**src/rtl/seg_scan_mux.sv**
```systemverilog
// seg_scan_mux
//   Time-multiplexed scanner for a common-anode multi-digit 7-segment display.
//   A BCD frame is captured into a pending register by 'load' and committed to
//   the display register only at the frame boundary, so a frame never mixes
//   digits from two different loads. Each digit slot starts with one
//   all-anodes-off guard cycle (anti-ghosting) followed by SCAN_DIV-1 lit
//   cycles.
//
// Optional feature macro: SEG_SCAN_LZB_EN (leading-zero blanking). When
//   defined, a digit k>0 is blanked (bcd_out = 4'hF, anode still driven) if
//   display nibbles k..DIGITS-1 are all zero. Digit 0 is never blanked.
//
// Ports
//   clk        in   system clock
//   rst_n      in   asynchronous active-low reset
//   digits_in  in   BCD frame, nibble k = digit k (digit 0 rightmost)
//   load       in   single-cycle strobe capturing digits_in into pending
//   digit_en   in   per-digit enable, 0 blanks that digit
//   bcd_out    out  BCD code for the decoder, 4'hF = blank
//   an         out  active-low digit selects, at most one low
//   frame_done out  one-cycle pulse after the last digit slot ends
module seg_scan_mux #(
  parameter int DIGITS   = 8,
  parameter int SCAN_DIV = 50000
) (
  input  logic                  clk,
  input  logic                  rst_n,
  input  logic [4*DIGITS-1:0]   digits_in,
  input  logic                  load,
  input  logic [DIGITS-1:0]     digit_en,
  output logic [3:0]            bcd_out,
  output logic [DIGITS-1:0]     an,
  output logic                  frame_done
);

  localparam int IDX_W = (DIGITS > 1) ? $clog2(DIGITS) : 1;
  localparam int CNT_W = (SCAN_DIV > 1) ? $clog2(SCAN_DIV) : 1;
  localparam logic [IDX_W-1:0] IDX_LAST = IDX_W'(DIGITS - 1);
  localparam logic [CNT_W-1:0] CNT_LAST = CNT_W'(SCAN_DIV - 1);

  typedef enum logic {
    GUARD = 1'b0,
    SCAN  = 1'b1
  } state_t;

  state_t                state_q, state_d;
  logic [CNT_W-1:0]      cnt_q, cnt_d;
  logic [IDX_W-1:0]      idx_q, idx_d;
  logic [4*DIGITS-1:0]   pending_q, pending_d;
  logic [4*DIGITS-1:0]   display_q, display_d;
  logic [DIGITS-1:0]     an_q, an_d;
  logic [3:0]            bcd_q, bcd_d;
  logic                  frame_done_q, frame_done_d;

  logic                  tick;
  logic                  slot_end;
  logic                  wrap;
  logic [3:0]            nib [DIGITS];

  for (genvar gi = 0; gi < DIGITS; gi++) begin : g_nib
    assign nib[gi] = display_q[4*gi +: 4];
  end

`ifdef SEG_SCAN_LZB_EN
  // zero_from[k] is high when nibbles k..DIGITS-1 of the display are all zero.
  logic [DIGITS-1:0] zero_from;
  logic              lzb_blank;

  assign zero_from[DIGITS-1] = (nib[DIGITS-1] == 4'h0);
  for (genvar gi = 0; gi < DIGITS - 1; gi++) begin : g_lzb
    assign zero_from[gi] = (nib[gi] == 4'h0) && zero_from[gi+1];
  end
  assign lzb_blank = (idx_q != '0) && zero_from[idx_q];
`endif

  always_comb begin
    tick     = (cnt_q == CNT_LAST);
    slot_end = (state_q == SCAN) && tick;
    wrap     = slot_end && (idx_q == IDX_LAST);

    cnt_d = tick ? '0 : cnt_q + CNT_W'(1);

    // GUARD always coincides with cnt == 0, so it lasts a single cycle.
    state_d = state_q;
    case (state_q)
      GUARD:   state_d = SCAN;
      SCAN:    if (tick) state_d = GUARD;
      default: state_d = GUARD;
    endcase

    idx_d = idx_q;
    if (slot_end) begin
      idx_d = wrap ? '0 : idx_q + IDX_W'(1);
    end

    // A load on the wrap edge bypasses pending so the new frame shows at once.
    pending_d    = load ? digits_in : pending_q;
    display_d    = wrap ? pending_d : display_q;
    frame_done_d = wrap;

    an_d  = '1;
    bcd_d = 4'hF;
    if ((state_q == SCAN) && digit_en[idx_q]) begin
      an_d  = ~(DIGITS'(1) << idx_q);
      bcd_d = nib[idx_q];
`ifdef SEG_SCAN_LZB_EN
      if (lzb_blank) bcd_d = 4'hF;
`endif
    end
  end

  always_ff @(posedge clk or negedge rst_n) begin
    if (!rst_n) begin
      state_q      <= GUARD;
      cnt_q        <= '0;
      idx_q        <= '0;
      pending_q    <= '0;
      display_q    <= '0;
      an_q         <= '1;
      bcd_q        <= 4'hF;
      frame_done_q <= 1'b0;
    end else begin
      state_q      <= state_d;
      cnt_q        <= cnt_d;
      idx_q        <= idx_d;
      pending_q    <= pending_d;
      display_q    <= display_d;
      an_q         <= an_d;
      bcd_q        <= bcd_d;
      frame_done_q <= frame_done_d;
    end
  end

  assign an         = an_q;
  assign bcd_out    = bcd_q;
  assign frame_done = frame_done_q;

endmodule

```
**config.mk**
```make
export PLATFORM = sky130hd
export DESIGN_NAME = seg_scan_mux
export DESIGN_NICKNAME = d
export VERILOG_FILES = /design/src/rtl/seg_scan_mux.sv
export SDC_FILE = /design/constraint.sdc
export NUM_CORES = 1
export LEC_CHECK = 0
export BUFFER_PORTS_ARGS = -buffer_cell sky130_fd_sc_hd__buf_2
export CELL_PAD_IN_SITES_DETAIL_PLACEMENT = 0
export CELL_PAD_IN_SITES_GLOBAL_PLACEMENT = 1
export CORE_MARGIN = 5
export CORE_UTILIZATION = 43
export DETAILED_ROUTE_END_ITERATION = 7
export HOLD_SLACK_MARGIN = 0.02
export PLACE_DENSITY = 0.72
export SLEW_MARGIN = 5
export SYNTH_ARGS = -nofsm -noshare
export SYNTH_HDL_FRONTEND = slang
export SYNTH_SLANG_ARGS = --single-unit
export TNS_END_PERCENT = 50
```
**constraint.sdc**
```tcl
create_clock -name clk -period 1.99 [get_ports clk]
set_clock_uncertainty 0.1 [all_clocks]
set_input_delay 0.0995 -clock clk [delete_from_list [all_inputs] [get_ports clk]]
set_output_delay 0.0995 -clock clk [all_outputs]
set_load 0.005 [all_outputs]
```
Word level (Yosys, flattened, before mapping)
Index checks and enable logic that the tools add are counted.
Storage, ports and cells
  register bits after elaboration: 97
  latch bits: 0
  memory bits (writable): 0
  bits in read-only memories: 0
  input port bits: 43
  word-level logic and storage cells: 33
  memories: 0
Operators by class
  $add $sub $neg: 2
  multipliers: 0
  divide/modulo/power cells: 0
  $lt $le $gt $ge: 2
  equal/unequal tests: 2
  shifts and indexed selects: 1
  multiplexer cells: 12
  bitwise gates (word level): 3
  reductions and logical operators: 3
Operators with widths (count)
  $mux 32: 1
  $add 16x1->16 const B: 1
  $eq 16x16->1 const B: 1
  $mux 16: 1
  $bmux 4 s3: 1
  $mux 4: 3
  $mux 8: 1
  $not 8->8: 1
  $shl 1x3->8 const A: 1
  $ge 4x4->1 const B: 1
  $lt 3x4->1 const B: 1
  $not 3->4: 1
  $add 3x1->3 const B: 1
  $bmux 1 s3: 1
  $eq 3x3->1 const B: 1
  $logic_and 1x1->1: 3
  $mux 3: 1
  $mux 1: 2
  $pmux 1 s2: 1
  $not 1->1: 1

Logic depth before layout (Yosys ltp)
Gate-level depths: netlist (run 1).
  depth in word-level cells: 5
  mapped depth: 7
  mapped depth without buffers: 5

Least setup slack after synthesis (run 1)
Ideal clock, no wire load.
  path type: reg-to-reg
  from: register cnt_q[0]
  to: register display_q[10]
  library setup time: 0.125 ns
  arrival time: 1.751 ns
  data required time: 1.765 ns
  slack: 0.014 ns
  stages on the path, launching flop included: 8
  path buffers: 2
  period minus slack after synthesis: 1.976 ns
  cell sequence: dfrtp_1 ha_1 and3_1 and4_1 and3_1 buf_6 buf_12 mux2_4
Between the ends
  word-level cells in the longest chain between the ends: 3
Ends and longest elaborated chain
  start, declared: RTL line 47  | logic [CNT_W-1:0] cnt_q, cnt_d;
  start signal, assigned: RTL line 124  | cnt_q <= cnt_d;
  $eq 16x16->1: RTL line 77  | tick = (cnt_q == CNT_LAST);
  $logic_and 1x1->1: RTL line 78  | slot_end = (state_q == SCAN) && tick;
  $logic_and 1x1->1: RTL line 79  | wrap = slot_end && (idx_q == IDX_LAST);
  end signal, assigned: RTL line 127  | display_q <= display_d;
  end, declared: RTL line 50  | logic [4*DIGITS-1:0] display_q, display_d;
Every way passes these cells.
A chain may end at the register's enable or synchronous reset.

Final worst setup path (run 1)
  from: register cnt_q[5]
  to: register display_q[2]
Same word-level chain as after synthesis.

==> results.ini, run 1 <==
[yosys]
synthTopCellsByCount = 85 x dfrtp_1, 32 x mux2_2, 29 x mux2_4, 23 x nand2_1, 12 x dfstp_2
synth_area_um2 = 4222
ys.warnings.count = 0
seq_area_frac_synth_pct = 57.85
synth_most_common_cell = dfrtp_1
ys_ff_latch = 97
synthDistinctLibCells = 31
yosys.area.top_type = dfrtp_1
synth_nets = 330
ys.flop_type = dfrtp_1
synthArstFlopShare_pct = 100.0
synth-edff-count = 0
syn_inst = 280
avgSynthCellArea_um2 = 15.08
synth_area_leaders = dfrtp_1 50%, mux2_4 10%, mux2_2 8.5%
yosysTopAreaCellShare_pct = 50.39

[route]
vias = 2515
ant_nets = 0
wire_per_inst_um = 15.72
routed_via_density = 4.754
drt-pass1-iter-count = 4
drt_iter0_drc = 50
drc = 0
drt_wl_total_um = 8314

[setup_path]
r2r_slack_ns = -0.002
worstSetupPathType = register to register
cp_max_fo = 16
crit_start = cnt_q[5]
critPathSlowestCell = dfrtp_1
critPathTopFamily = simple AND/OR/NAND/NOR gates
crit_chain = nor4bb_2, buf_4, and4_4, and3_4, buf_12, mux2_4
regToRegStartpoint = cnt_q[5]
crit_path_end_kind = register
start_kind = register
cp.required_ns = 2.14
arrival_ns = 2.14
path_buf_inv = 2
max_stage_delay_ns = 0.40

[power]
p_seq_share_pct = 55.2
power_density_nw_per_um2 = 695.9
peakVddDrop_mv = 0.4809
comb_power_share_pct = 7.4
internal_power_uw = 2911
p_sw_uw = 821.8
switching_share_pct = 22.02
total_power_uw = 3733
leakage_uw = 0.002451
p_clk_share_pct = 37.4

[final_layout]
diodes = 0
nNetsFinal = 441
drive_gt1_share_pct = 46.97
final_design_area_no_fill_um2 = 5364
fillCellCount = 821
area_delta_synth_final_pct = 27.06

[sta]
layout_setup_ws_ns = -0.002133
rsz0062_at_grt = true
max_slew_margin_pct = 65.70
worst_pin_slew_ns = 0.5134
slew_violations = 0
fmax_mhz = 502.0
fin_crit_ns = 1.992
setup_viol = 2
final_hold_viol_count = 0
finalCritPeriodShare_pct = 100.1

[die]
dieHeight_um = 109.1
die_area_um2 = 11900
start_util_pct = 43.59
rows = 36
ios = 56
core_um2 = 9684
die_x_um = 109.1

[grt]
gr-total-overflow = 0
antenna_found_initial = 0
grt_max_degree = 41
grt_pass1_vias = 2777
track_usage_pct = 15.24
grt_pass1_wl_um = 13760

[clock_network]
clock_path_buffers = 2
postCtsSetupRepairBufs = 0
cts_htree_levels = 3
path_clk_slew_ns = 0.09
worstSkewPairLatency_ns = 0.36
cts.sinks = 97
cts_tree = yes
cts_buffers = 9
root_buffer = clkbuf_8

[placed_design]
portBuffers = 55
hpwl_um = 5861
postPlaceCellArea_um2 = 4790
gp_congestion = 0.7928

[status]
outcome = finished, violations left
violations = negative setup slack

[hold_path]
hold_path_class = primary input to async pin

[run]
maxCapViolCount = 0

[cells in the final DEF, fill, tap and decap left out, types with 5 or more instances in the layout]
cell           synthesis  routed
inv_1                  5       5
buf_2                  5      54
mux2_2                32      32
dfstp_2               12      12
clkbuf_8               0       9
nand3_1               10      10
xor2_1                 7       7
buf_4                  0      21
mux2_4                29      31
nand2_1               23      23
nor3_1                 5       5
dlygate4sd3_1          0      33
ha_1                   7       7
xnor2_1                7       7
nor2_1                11      11
dfrtp_1               85      85
mux4_2                11      11
[worst paths after layout]
check                                     end  depth (start not counted)
min in group clk                pending_q[18]                          2
worst max register to register   display_q[2]                          6
worst min register to register   display_q[1]                          1
worst min-delay path                 cnt_q[9]                          2
max in group asynchronous          bcd_out[0]                          3
worst max-delay path             display_q[2]                          6
[kinds of logic (layout without fill, tap and decap cells)]
group           Yosys count  count (layout)  share of synthesized area (%)
flops                    97              97                          57.85
buf+inv                  17             133                          2.993
simple gates             64              64                          7.321
mux                      79              79                          26.56
fa+ha+maj                 7               7                          2.075
xor+xnor                 14              14                          2.905
compound gates            2               2                         0.2963
[flip-flops by register name (all words and copies together), names as in the netlist]
name / cells
frame_done: 1
cnt_q: 16
pending_q: 32
state_q: 1
display_q: 32
bcd_out: 4
idx_q: 3
an: 8
[power groups by stage]
stage	Combinational (uW)	Clock [uW]	Sequential, uW
after floorplan	105	0	2090
after global placement	229	0	2100
after detailed placement	233	0	2100
after CTS	283	1450	2060
after global routing	310	1530	2070
final	278	1400	2060
[area by class of cell]
class	count	area (um^2)	area share (%)
inverter	5	18.77	0.3499
tap	133	166.4	3.102
clock inverter	6	90.09	1.679
clock buffer	10	127.6	2.379
sequential	97	2442	45.53
timing repair buffer	112	838.3	15.63
multi-input combinational	166	1680	31.33
[repair_timing]
action,CTS,global route
endpoints found under the hold margin,124,0
endpoints found under the setup margin,25,33
resized for setup,2,4
hold buffers,33,0
[per-layer routing]
layer / track usage, % / vias to the layer above / wire [um]
met3: 4.500 / 9 / 359
met5: 0 / - / 0
met2: 26.14 / 48 / 4240
li1: - / 1202 / -
met1: 18.74 / 1256 / 3631
met4: 4.148 / 0 / 81
[per-stage QoR]
step	setup TNS [ns]	hold WS, ns	instances	worst slack, ns	util (%)
CTS	0	0.1453	529	0.01640	55.22
global route	-1.822	0.1567	529	-0.07643	55.39
floorplan	0	-0.2961	280	0.01361	-
detailed placement	-0.08543	0.01044	480	-0.01026	49.46
finish	-0.003110	0.1551	529	-0.002133	55.39
global placement	-0.2027	0.01380	480	-0.01293	49.46
(Power assumes the default switching activity.)
==> run 2: changes to the inputs <==
==> constraint.sdc (replaced) <==
create_clock -name clk -period 1.99 [get_ports clk]
set_clock_uncertainty 0.1 [all_clocks]
set_input_delay 0.199 -clock clk [delete_from_list [all_inputs] [get_ports clk]]
set_output_delay 0.199 -clock clk [all_outputs]
set_load 0.005 [all_outputs]
==> run 2 against run 1 <==
The flow now finishes without violations. Via count grew 0.12%. Worst setup slack gained 0.030 ns. Highest routed layer unchanged. Critical endpoint is now display_q[17]. Sequential cell count is the same. Cell count is the same. Clock power shrank 19%. First-iteration DRC count shrank 2.0%.
==> results.ini, run 2 (synthesized netlist as in run 1, its figures left out) <==
[route]
ant_nets = 0  ; unchanged
drt-pass1-iter-count = 4  ; unchanged
drt_iter0_drc = 49  ; -2.0%
routed_via_density = 4.760  ; +0.12%
vias = 2518  ; +0.12%
drc = 0  ; unchanged
drt_wl_total_um = 8305  ; -0.11%
wire_per_inst_um = 15.70  ; -0.11%

[placed_design]
hpwl_um = 5867  ; +0.11%
gp_congestion = 0.7879  ; -0.62%
place_inst = 479  ; -0.21%
portBuffers = 55  ; unchanged
postPlaceCellArea_um2 = 4795  ; +0.10%

[sta]
rsz0062_at_grt = true
fmax_mhz = 509.8  ; +1.6%
fin_crit_ns = 1.962  ; -0.03048 ns
final_hold_viol_count = 0  ; unchanged
fin_hold_ws_ns = 0.04300  ; -0.1121 ns
slew_violations = 0  ; unchanged
finalCritPeriodShare_pct = 98.58  ; -1.5 points
worst_pin_slew_ns = 0.5275  ; +0.01410 ns
max_slew_margin_pct = 64.76  ; -0.94 points
setup_viol = 0  ; -2

[setup_path]
regToRegStartpoint = cnt_q[4]
crit_start = cnt_q[4]
cp_max_fo = 8  ; -8
path_depth = 5  ; -1
reg2regPathDepth = 5  ; -1
arrival_ns = 2.11  ; -0.03 ns
cp.required_ns = 2.14  ; about the same
worstSetupPathType = register to register
crit_chain = nor4b_2, and4_1, and3_4, clkbuf_16, mux2_4
critPathSlowestCell = dfrtp_1
max_stage_delay_ns = 0.41  ; about the same
crit_path_end_kind = register
start_kind = register
critPathTopFamily = simple AND/OR/NAND/NOR gates
path_buf_inv = 1  ; -1

[clock_network]
cts_buffers = 9  ; unchanged
cts.sinks = 97  ; unchanged
root_buffer = clkbuf_8
path_clk_slew_ns = 0.09  ; about the same
clock_path_buffers = 2  ; unchanged
cts_tree = yes
cts_htree_levels = 3  ; unchanged
worstSkewPairLatency_ns = 0.36  ; about the same

[hold_path]
hold_path_class = primary input to register
hp-start = digits_in[25]
whs_path_depth = 2

[final_layout]
diodes = 0  ; unchanged
final_design_area_no_fill_um2 = 5369  ; about the same
drive_gt1_share_pct = 47.22  ; +0.25 points
stdcell_count = 529  ; unchanged
nNetsFinal = 441  ; unchanged
layout_common_cells = 85 x dfrtp_1, 54 x buf_2, 32 x mux2_2, 32 x mux2_4, 32 x dlygate4sd3_1
area_delta_synth_final_pct = 27.18  ; about the same
fillCellCount = 818  ; -0.37%
layout_commonest_cell = dfrtp_1
largestRegisters = display_q x32, pending_q x32, cnt_q x16

[status]
outcome = complete, no violations

[run]
maxCapViolCount = 0  ; unchanged

[grt]
grt_pass1_wl_um = 13560  ; -1.5%
track_usage_pct = 14.87  ; -0.37 points
grt_max_degree = 35  ; -15%
antenna_found_initial = 0  ; unchanged
gr-total-overflow = 0  ; unchanged
grt_pass1_vias = 2798  ; +0.76%

[power]
power_density_nw_per_um2 = 645.5  ; -7.2%
peakVddDrop_mv = 0.3686  ; -23%
p_seq_share_pct = 59.4  ; +4.2 points
leakage_uw = 0.002448  ; -0.13%
p_sw_uw = 785.3  ; -4.4%
comb_power_share_pct = 7.9  ; +0.5 points
switching_share_pct = 22.66  ; +0.65 points
internal_power_uw = 2680  ; -7.9%
p_clk_share_pct = 32.7  ; -4.7 points

[die]
ios = 56  ; unchanged
core_um2 = 9684  ; unchanged
dieHeight_um = 109.1  ; unchanged
rows = 36  ; unchanged
die_x_um = 109.1  ; unchanged
die_area_um2 = 11900  ; unchanged
start_util_pct = 43.59  ; unchanged

## run 2: area by class of cell
type	count	area (um^2)	share of cell area, %
Tap cell	133	166.4	3.100
Clock inverter	5	31.28	0.5826
Sequential cell	97	2442	45.49
Clock buffer	11	141.4	2.633
Inverter	5	18.77	0.3496
Multi-Input combinational cell	166	1682	31.32
Timing Repair Buffer	112	887.1	16.52
## run 2: worst paths after layout
check / end / slack, ns
max in group asynchronous: display_q[2] / 1.02
hold / removal: pending_q[25] / 0.04
hold reg to reg: pending_q[19] / 0.41
setup / recovery: display_q[17] / 0.03
setup reg to reg: display_q[17] / 0.03
min in group asynchronous: cnt_q[9] / 0.23
## run 2: per-layer routing
layer,global-route usage (%),vias to the layer above,part of all wire (%)
met2,26.27,44,52
met1,17.96,1261,43
met4,3.066,0,0.72
li1,-,1207,-
met5,0,-,0
met3,4.500,6,4.2
## run 2: through the flow
stage	utilization (%)	worst slack [ns]	TNS, ns	total power [uW]
global route	55.44	-0.02823	-0.1983	3635
CTS	54.68	-0.004536	-0.008624	3537
detailed placement	49.51	-0.02697	-0.3537	2331
finish	55.44	0.02835	0	3466
floorplan	-	0.01361	0	2198
global placement	49.51	-0.01051	-0.1555	2326
## run 2: power groups by stage
stage / clock [uW] / sequential (uW) / combinational (uW)
after floorplan: 0 / 2090 / 105
final: 1130 / 2060 / 273
after global placement: 0 / 2100 / 231
after detailed placement: 0 / 2100 / 232
after global routing: 1260 / 2070 / 305
after CTS: 1190 / 2060 / 281
## run 2: what timing repair did
action,in CTS,in global routing
hold buffers,32,0
resized for setup,2,5
setup endpoints to repair,32,32
endpoints found under the hold margin,53,0
pin swaps,1,3
gates cloned,0,2
setup buffers,0,1
